<file path="src/rtl/sensor_gen_pkg.sv">
// sensor_gen_pkg: shared types and constants for the synthetic sensor source.
// Holds the timing FSM states, pattern modes and LFSR constants.
package sensor_gen_pkg;

  typedef enum logic [1:0] {
    IDLE,
    ACTIVE,
    HBLANK,
    VBLANK
  } state_t;

  typedef enum logic [1:0] {
    MODE_RAMP,
    MODE_CNT1000,
    MODE_CHECKER,
    MODE_LFSR
  } mode_t;

  localparam logic [11:0] LFSR_SEED = 12'hACE;
  // x^12+x^6+x^4+x+1 -> state bits 11,5,3,0
  localparam logic [11:0] LFSR_TAPS = 12'b1000_0010_1001;
  localparam logic [9:0]  C1K_LAST  = 10'd999;

  function automatic logic [11:0] lfsr_next(
    input logic [11:0] q
  );
    return {q[10:0], ^(q & LFSR_TAPS)};
  endfunction

endpackage

</file>
<file path="src/rtl/sensor_gen_timing.sv">
// sensor_gen_timing: raster FSM with x/y and blanking counters.
// Latches the pattern mode at every frame start.
module sensor_gen_timing
  import sensor_gen_pkg::*;
#(
  parameter int H_ACTIVE = 1280,
  parameter int H_BLANK  = 16,
  parameter int V_ACTIVE = 960,
  parameter int V_BLANK  = 4
) (
  input  logic        clk,
  input  logic        rst_n,
  input  logic        i_enable,
  input  logic [1:0]  i_mode,
  output state_t      o_state,
  output logic [10:0] o_x,
  output logic [9:0]  o_y,
  output mode_t       o_mode,
  output logic        o_sof,
  output logic        o_vbe
);

  localparam logic [10:0] X_LAST  = 11'(H_ACTIVE - 1);
  localparam logic [9:0]  Y_LAST  = 10'(V_ACTIVE - 1);
  localparam logic [15:0] HB_LAST = 16'(H_BLANK - 1);
  localparam logic [15:0] VB_LAST =
    16'(V_BLANK * (H_ACTIVE + H_BLANK) - 1);

  state_t      r_state;
  mode_t       r_mode;
  logic [10:0] r_x;
  logic [9:0]  r_y;
  logic [15:0] r_bcnt;

  // raster walk: active pixels, line blank, frame blank
  always_ff @(posedge clk or negedge rst_n) begin
    if (!rst_n) begin
      r_state <= IDLE;
      r_mode  <= MODE_RAMP;
      r_x     <= '0;
      r_y     <= '0;
      r_bcnt  <= '0;
    end else begin
      case (r_state)
        IDLE: begin
          if (i_enable) begin
            r_state <= ACTIVE;
            r_mode  <= mode_t'(i_mode);
            r_x     <= '0;
            r_y     <= '0;
          end
        end
        ACTIVE: begin
          if (r_x == X_LAST) begin
            r_state <= HBLANK;
            r_bcnt  <= '0;
          end else begin
            r_x <= r_x + 11'd1;
          end
        end
        HBLANK: begin
          if (r_bcnt == HB_LAST) begin
            r_bcnt <= '0;
            if (r_y == Y_LAST) begin
              r_state <= VBLANK;
            end else begin
              r_state <= ACTIVE;
              r_x     <= '0;
              r_y     <= r_y + 10'd1;
            end
          end else begin
            r_bcnt <= r_bcnt + 16'd1;
          end
        end
        VBLANK: begin
          if (r_bcnt == VB_LAST) begin
            r_bcnt <= '0;
            r_x    <= '0;
            r_y    <= '0;
            if (i_enable) begin
              r_state <= ACTIVE;
              r_mode  <= mode_t'(i_mode);
            end else begin
              r_state <= IDLE;
            end
          end else begin
            r_bcnt <= r_bcnt + 16'd1;
          end
        end
        default: r_state <= IDLE;
      endcase
    end
  end

  assign o_state = r_state;
  assign o_x     = r_x;
  assign o_y     = r_y;
  assign o_mode  = r_mode;
  assign o_sof   = (r_state == ACTIVE) &&
                   (r_x == '0) && (r_y == '0);
  assign o_vbe   = (r_state == VBLANK) &&
                   (r_bcnt == '0);

endmodule

</file>
<file path="src/rtl/sensor_stream_gen.sv">
// sensor_stream_gen: synthetic raw-pixel source with blanking.
// Mode 3 LFSR stream only when SENSOR_GEN_LFSR_EN is defined.
module sensor_stream_gen
  import sensor_gen_pkg::*;
#(
  parameter int DATA_W   = 12,
  parameter int H_ACTIVE = 1280,
  parameter int H_BLANK  = 16,
  parameter int V_ACTIVE = 960,
  parameter int V_BLANK  = 4
) (
  input  logic              clk,
  input  logic              rst_n,
  input  logic              iEnable,
  input  logic [1:0]        iMode,
  output logic [DATA_W-1:0] oDATA,
  output logic              oDVAL,
  output logic              oFVAL,
  output logic [10:0]       oX,
  output logic [9:0]        oY,
  output logic [31:0]       oFrame_Cont
);

  state_t      w_state;
  mode_t       w_mode;
  logic [10:0] w_x;
  logic [9:0]  w_y;
  logic        w_sof;
  logic        w_vbe;
  logic        w_act;
  logic [9:0]  w_c1k;
  logic [DATA_W-1:0] w_pix;

  logic [DATA_W-1:0] r_data;
  logic        r_dval;
  logic        r_fval;
  logic [10:0] r_x;
  logic [9:0]  r_y;
  logic [31:0] r_fcnt;
  logic [9:0]  r_c1k;

  sensor_gen_timing #(
    .H_ACTIVE (H_ACTIVE),
    .H_BLANK  (H_BLANK),
    .V_ACTIVE (V_ACTIVE),
    .V_BLANK  (V_BLANK)
  ) u_timing (
    .clk      (clk),
    .rst_n    (rst_n),
    .i_enable (iEnable),
    .i_mode   (iMode),
    .o_state  (w_state),
    .o_x      (w_x),
    .o_y      (w_y),
    .o_mode   (w_mode),
    .o_sof    (w_sof),
    .o_vbe    (w_vbe)
  );

  assign w_act = (w_state == ACTIVE);
  assign w_c1k = w_sof ? 10'd1 : r_c1k;

`ifdef SENSOR_GEN_LFSR_EN
  logic [11:0] r_lfsr;
  logic [11:0] w_lfsr;

  assign w_lfsr = w_sof ? LFSR_SEED : r_lfsr;

  // LFSR restarts each frame, steps once per valid pixel
  always_ff @(posedge clk or negedge rst_n) begin
    if (!rst_n) begin
      r_lfsr <= LFSR_SEED;
    end else if (w_act) begin
      r_lfsr <= lfsr_next(w_lfsr);
    end
  end
`endif

  // pattern value for the pixel the timing FSM is on
  always_comb begin
    w_pix = DATA_W'(w_x);
    case (w_mode)
      MODE_CNT1000: w_pix = DATA_W'(w_c1k);
      MODE_CHECKER: w_pix = (w_x[3] ^ w_y[3]) ? '1 : '0;
`ifdef SENSOR_GEN_LFSR_EN
      MODE_LFSR:    w_pix = DATA_W'(w_lfsr);
`endif
      default:      w_pix = DATA_W'(w_x);
    endcase
  end

  // output registers, wrapping 1..999,0 counter, frame count
  always_ff @(posedge clk or negedge rst_n) begin
    if (!rst_n) begin
      r_data <= '0;
      r_dval <= 1'b0;
      r_fval <= 1'b0;
      r_x    <= '0;
      r_y    <= '0;
      r_fcnt <= '0;
      r_c1k  <= '0;
    end else begin
      r_dval <= w_act;
      r_fval <= w_act || (w_state == HBLANK);
      if (w_act) begin
        r_data <= w_pix;
        r_x    <= w_x;
        r_y    <= w_y;
        r_c1k  <= (w_c1k == C1K_LAST) ? '0 : w_c1k + 10'd1;
      end else if (w_state == IDLE) begin
        r_data <= '0;
        r_x    <= '0;
        r_y    <= '0;
      end
      if (w_vbe) begin
        r_fcnt <= r_fcnt + 32'd1;
      end
    end
  end

  assign oDATA       = r_data;
  assign oDVAL       = r_dval;
  assign oFVAL       = r_fval;
  assign oX          = r_x;
  assign oY          = r_y;
  assign oFrame_Cont = r_fcnt;

endmodule

</file>
<file path="config.mk">
export PLATFORM = sky130hd
export DESIGN_NAME = sensor_stream_gen
export DESIGN_NICKNAME = d
export VERILOG_FILES = /design/src/rtl/sensor_gen_pkg.sv /design/src/rtl/sensor_gen_timing.sv /design/src/rtl/sensor_stream_gen.sv
export SDC_FILE = /design/constraint.sdc
export NUM_CORES = 1
export LEC_CHECK = 0
export CORE_UTILIZATION = 50
export CTS_BUF_LIST = sky130_fd_sc_hd__clkbuf_8 sky130_fd_sc_hd__clkbuf_16
export DETAILED_ROUTE_END_ITERATION = 8
export GPL_ROUTABILITY_DRIVEN = 1
export PLACE_DENSITY = 0.72
export SLEW_MARGIN = 20
export SYNTH_ARGS = -nofsm -noshare
export SYNTH_HDL_FRONTEND = slang
export SYNTH_SLANG_ARGS = --single-unit
</file>
<file path="constraint.sdc">
create_clock -name clk -period 4.1 [get_ports clk]
set_input_delay 0.82 -clock clk [delete_from_list [all_inputs] [get_ports clk]]
set_output_delay 0.82 -clock clk [all_outputs]
set_load 0.05 [all_outputs]
</file>
== Word level (Yosys, flattened, before mapping) ==
Cells that the tools add are included.

* Flip-flop bits (word level): 118
* Bits in latches: 0
* Memory bits (writable): 0
* ROM bits: 0
* Bits of input ports: 5
* Word-level logic and storage cells: 86
* Memories kept: 0

* $add $sub $neg: 5
* Multiply operators: 0
* Divide/modulo/power cells: 0
* $lt $le $gt $ge: 0
* Eq/ne operators: 16
* Shifts and indexed selects: 0
* Mux-type cells: 35
* Bitwise gates (word level): 1
* Reduce and logical (&&, ||, !) cells: 17

{| class="wikitable"
|+ Operators with widths
! kind !! number
|-
| $mux 10 || 8
|-
| $mux 11 || 7
|-
| $mux 16 || 3
|-
| $pmux 16 s3 || 1
|-
| $pmux 11 s4 || 1
|-
| $mux 12 || 3
|-
| $add 32x1->32 const B || 1
|-
| $pmux 10 s3 || 1
|-
| $pmux 12 s2 || 1
|-
| $add 10x1->10 const B || 2
|-
| $eq 10x10->1 const B || 2
|-
| $add 16x1->16 const B || 1
|-
| $eq 16x13->1 const B || 1
|-
| $eq 16x4->1 const B || 1
|-
| $logic_not 16->1 || 1
|-
| $mux 2 || 7
|-
| $add 11x1->11 const B || 1
|-
| $eq 11x11->1 const B || 1
|-
| $logic_not 11->1 || 1
|-
| $logic_not 10->1 || 1
|-
| $reduce_and 5->1 || 2
|-
| $pmux 2 s4 || 1
|-
| $eq 2x2->1 const B || 3
|-
| $ne 2x1->1 const B || 3
|-
| 12 further kinds || 20
|}

== Logic depth before layout (Yosys ltp) ==
* Depth in word-level cells: 6
* Depth in mapped cells: 12
* Mapped depth without buffers: 12

== Hierarchy ==
A second synthesis with hierarchy kept.

* Cells, all modules: 583
* Area total of the unflattened synthesis: 6,040.8 um^2

{| class="wikitable"
|+ Modules (own cells, without submodules)
! module !! times used !! cells each !! area each (um^2) !! seq. area each (um^2)
|-
| sensor_stream_gen || 1 || 304 || 3,484.6 || 1,926.8
|-
| sensor_gen_timing || 1 || 279 || 2,556.2 || 1,026.0
|}

== Worst setup path after synthesis ==
No wires, ideal clock.

* Kind: reg2reg
* Start point: register u_timing.r_x[7] (netlist: u_timing.o_x[7])
* End point: register r_c1k[5]
* Arrival: 2.685 ns
* Slack: 1.293 ns
* Stages on the path, launching flop included: 10
* Period minus slack after synthesis: 2.807 ns
* Path through: dfrtp_1 or4_1 nand4b_1 o21ai_0 ha_1 nand4_1 nor4b_1 a21oi_1 a21oi_1 o2bb2ai_1

* Word-level cells in the longest chain between the ends: 6
* Elaborated cells between the ends (all ways): 7

{| class="wikitable"
|+ Ends and longest elaborated chain
! what !! RTL line !! RTL
|-
| start, declared || sensor_gen_timing.sv:31 || <nowiki>logic [10:0] r_x;</nowiki>
|-
| start signal, assigned || sensor_gen_timing.sv:58 || <nowiki>r_x <= r_x + 11'd1;</nowiki>
|-
| $logic_not 11->1 (*) || sensor_gen_timing.sv:100 || <nowiki>(r_x == '0) && (r_y == '0);</nowiki>
|-
| $logic_and 1x1->1 (*) || sensor_gen_timing.sv:99 || <nowiki>assign o_sof = (r_state == ACTIVE) &&</nowiki>
|-
| $logic_and 1x1->1 (*) || sensor_gen_timing.sv:100 ||
|-
| $mux 10 (*) || sensor_stream_gen.sv:61 || <nowiki>assign w_c1k = w_sof ? 10'd1 : r_c1k;</nowiki>
|-
| $add 10x1->10 / $eq 10x10->1 (equally long branches) || sensor_stream_gen.sv:109 || <nowiki>r_c1k <= (w_c1k == C1K_LAST) ? '0 : w_c1k + 10'd1;</nowiki>
|-
| $mux 10 (*) || sensor_stream_gen.sv:109 ||
|-
| end signal, assigned || sensor_stream_gen.sv:109 ||
|-
| end, declared || sensor_stream_gen.sv:40 || <nowiki>logic [9:0] r_c1k;</nowiki>
|}

Every way passes the cells marked *; elsewhere a longest branch is shown, timed or not.
A chain may end at the register's enable or synchronous reset.

== Worst setup path in the final report ==
* Start point: register u_timing.r_x[0] (netlist: u_timing.o_x[0])
* End point: register r_c1k[5]

The elaborated chain is that of the path after synthesis.

==> impl_metrics.csv <==
group,metric,value,unit
cts,cts.clk_slew.worst_paths,0.05,ns
outcome,status,"complete, no violations",
finish,area_growth,22.1,%
finish,drive_above_1_share,6.53,%
setup_path,cp-start-kind,"flop",
synthesis,synth_cell_types,58,
synthesis,synth_area,6170,µm²
power,intPower,2.72,mW
run,maxCapViolations,0,
finish,final_util,62.7,%
synthesis,ys.flop_type,"dfrtp_1",
synthesis,async_flop_share,100,%
sta,relSlewSlack,38.4,%
power,switching_share,39.2,%
place,routabilityCongestion,0.959,
power,power_frac_seq,31.3,%
setup_path,arrival,3.71,ns
finish,final_nets,713,
setup_path,endpoint_kind,"flop",
power,leakagePower,3.23,nW
sta,setup_tns,0,ns
setup_path,cpPeakStageDelay,0.78,ns
synthesis,synth_warnings,0,
sta,min_period_over_period,83.6,%
power,clkPwrFrac,31.2,%
sta,grt_setup_unrepaired,"false",
route,ant_nets,0,
cts,cts_inserted_buffers,17,
setup_path,cp_cell_sequence,"inv_1 > ha_1 > nor4b_1 > nand4b_1 > o21ai_0 > ha_1 > nand4_1 > nor4b_1 > a21oi_1 > a21oi_1 > o2bb2ai_1",
setup_path,critPathKind,"reg -> reg",
global_route,grt_overflow,0,
cts,clockBufferDepth,2,
synthesis,synth_seq_cells,118,
global_route,antenna_found_initial,0,
sta,hold_viol,0,
route,num_vias,5189,
synthesis,syn_inst,632,
floorplan,die_h,113,µm
power,netSwitchingPower,1.76,mW
route,post-route-drc-count,0,
finish,antennaDiodeCount,0,
cts,root_buffer,"clkbuf_16",
power,p_comb_share,37.4,%
power,power-per-cell-area,595,nW/µm²
cts,cts_setup_buffers,0,
power,ir_worst_vdd,0.000269,V
floorplan,fp-row-count,40,
floorplan,die-area,12800,µm²
route,first_pass_iters,5,
global_route,grt_usage,24.3,%
sta,fmax,292,MHz
place,dp_hpwl,10.2,mm
floorplan,start_util,51.3,%
cts,cts_hold_buffers,0,
route,wire_per_inst,17.3,µm
synthesis,synth-edff-count,0,
sta,skew,0.0124,ns
sta,hold_ws,0.467,ns
cts,cts.sinks,118,
sta,slew_viol_final,0,
route,vias_per_cell,6.10,
global_route,grt_max_degree,65,
global_route,grt_pass1_vias,5086,
place,port_buffers,71,
global_route,grt_pass1_wl,24.6,mm
floorplan,io_pins,72,
cts,insertion_delay,0.42,ns
setup_path,cp_max_fo,7,
cts,htree_levels,4,
floorplan,die_x,113,µm
sta,setup_slack,0.674,ns
sta,fin_crit,3.43,ns
sta,setup_viol,0,
min_path,hold_class,"in -> async",
setup_path,path_buf_inv,1,
synthesis,syn_nets,652,
route,drtIter0Drc,398,
setup_path,cp.required,4.39,ns
synthesis,ys_seq_area_share,47.9,%
route,wl,14.7,mm
cts,cts_resized,0,
setup_path,crit_slowest_cell,"nor4b_1",
floorplan,coreArea,12000,µm²
place,pre_cts_ws,0.825,ns
synthesis,avgSynthCellArea,9.76,µm²
setup_path,crit_family,"simple AND/OR/NAND/NOR gates",
cts,cts_tree,"built",
power,power,4.48,mW
sta,worstMarginPinSlew,0.911,ns
==> cell usage in the layout, fill, tap and decap left out, drive strengths merged, types with 2 or more instances in the layout <==
| cell type | Yosys | final |
|---|---|---|
| o41ai | 3 | 3 |
| buf | 9 | 9 |
| nor3 | 11 | 11 |
| nand3b | 8 | 8 |
| or4 | 10 | 10 |
| o221ai | 8 | 8 |
| inv | 27 | 31 |
| nand3 | 35 | 35 |
| a21o | 2 | 2 |
| nor4b | 5 | 5 |
| a32o | 10 | 10 |
| or2 | 4 | 4 |
| nand4 | 24 | 24 |
| and2 | 3 | 3 |
| o21ai | 65 | 65 |
| ha | 15 | 15 |
| a21oi | 12 | 12 |
| mux2i | 2 | 2 |
| clkbuf | 28 | 23 |
| nor4 | 12 | 12 |
| a22o | 28 | 28 |
| o311a | 2 | 2 |
| o31a | 2 | 2 |
| clkinv | 0 | 2 |
| and4 | 8 | 8 |
| xor2 | 11 | 11 |
| o211ai | 4 | 4 |
| and3 | 14 | 14 |
| clkdlybuf4s50 | 0 | 70 |
| dfrtp | 118 | 118 |
| nand2 | 60 | 60 |
| nor2b | 3 | 3 |
| o311ai | 8 | 8 |
| xnor2 | 21 | 21 |
| nor3b | 3 | 3 |
| nand2b | 20 | 20 |
| nor2 | 25 | 25 |
==> worst paths after layout <==
path / slack, ns / from / cells past startpoint / end
worst max-delay path: 0.67 / u_timing.o_x[0] / 11 / r_c1k[5]
worst min-delay path: 0.47 / rst_n / 1 / oFrame_Cont[30]
worst max register to register: 0.67 / u_timing.o_x[0] / 11 / r_c1k[5]
worst min register to register: 0.47 / oFrame_Cont[31] / 1 / oFrame_Cont[31]
max in group asynchronous: 2.73 / rst_n / 2 / u_timing.r_bcnt[6]
min in group clk: 0.47 / oFrame_Cont[31] / 1 / oFrame_Cont[31]
==> synth_stat cells, drive strengths merged, types with 9 or more instances <==
library cell | n | area (µm²)
xor2 | 11 | 96.3
nor2 | 25 | 93.8
xnor2 | 21 | 184
a21oi | 12 | 60.1
inv | 27 | 101
nand3 | 35 | 175
clkbuf | 28 | 106
nor4 | 12 | 75.1
nor3 | 11 | 55.1
and3 | 14 | 87.6
dfrtp | 118 | 2950
buf | 9 | 53.8
a32o | 10 | 100
a22o | 28 | 245
o21ai | 65 | 325
ha | 15 | 188
nand4 | 24 | 150
or4 | 10 | 82.6
nand2 | 60 | 233
nand2b | 20 | 125
==> worst register-to-register path, cell delays in order, from the launching register on <==
cell and delay (ns):
dfrtp_1 0.41, inv_1 0.18, ha_1 0.19, nor4b_1 0.26, nand4b_1 0.22, o21ai_0 0.28
ha_1 0.26, nand4_1 0.14, nor4b_1 0.78, a21oi_1 0.29, a21oi_1 0.21, o2bb2ai_1 0.09
==> state kept, by name (all words and copies together) (netlist names) <==
signal,count
u_timing.o_y,10
oY,10
oFVAL,1
r_c1k,10
u_timing.o_x,11
u_timing.o_state,2
u_timing.o_mode,2
oDVAL,1
u_timing.r_bcnt,16
oDATA,12
oX,11
oFrame_Cont,32
==> through the flow <==
stage                     instance area [µm²]  instances
after floorplan                          6170        632
after global placement                   6960        821
after detailed placement                 6960        821
after CTS                                7530        851
after global routing                     7530        851
final                                    7530        851
==> power by group through the flow <==
| stage | clock, mW | sequential (mW) | combinational [mW] |
|---|---|---|---|
| floorplan | 0 | 1.61 | 0.999 |
| global placement | 0 | 1.41 | 1.64 |
| detailed placement | 0 | 1.42 | 1.67 |
| CTS | 1.42 | 1.40 | 1.68 |
| global route | 1.46 | 1.42 | 1.85 |
| finish | 1.40 | 1.40 | 1.68 |
==> layer usage <==
layer	part of all wire, %	track usage, %	vias to the layer above	wire length, µm
li1	-	-	2464	-
met2	47	38.0	148	6970
met5	0	0	-	0
met4	1.7	8.60	0	258
met3	4.5	6.21	25	659
met1	46	33.0	2552	6860
==> cell families after synthesis <==
family | share of synthesized area [%]
multiplexers | 0.325
AND/OR/NAND/NOR | 22.1
adder cells (fa/ha/maj) | 3.04
AO/OA/AOI/OAI | 17.9
flip-flops | 47.9
buffers and inverters | 4.24
XOR/XNOR | 4.54
==> cell type report <==
cell class / count / area [µm²]
fillers: 1001 / 4480
multi-input cells: 450 / 2960
flip-flops and latches: 118 / 2950
repair buffers: 79 / 768
clock buffers: 23 / 508
well taps: 147 / 184
inverters: 27 / 101
clock inverters: 7 / 55.1
(Power assumes the default switching activity.)
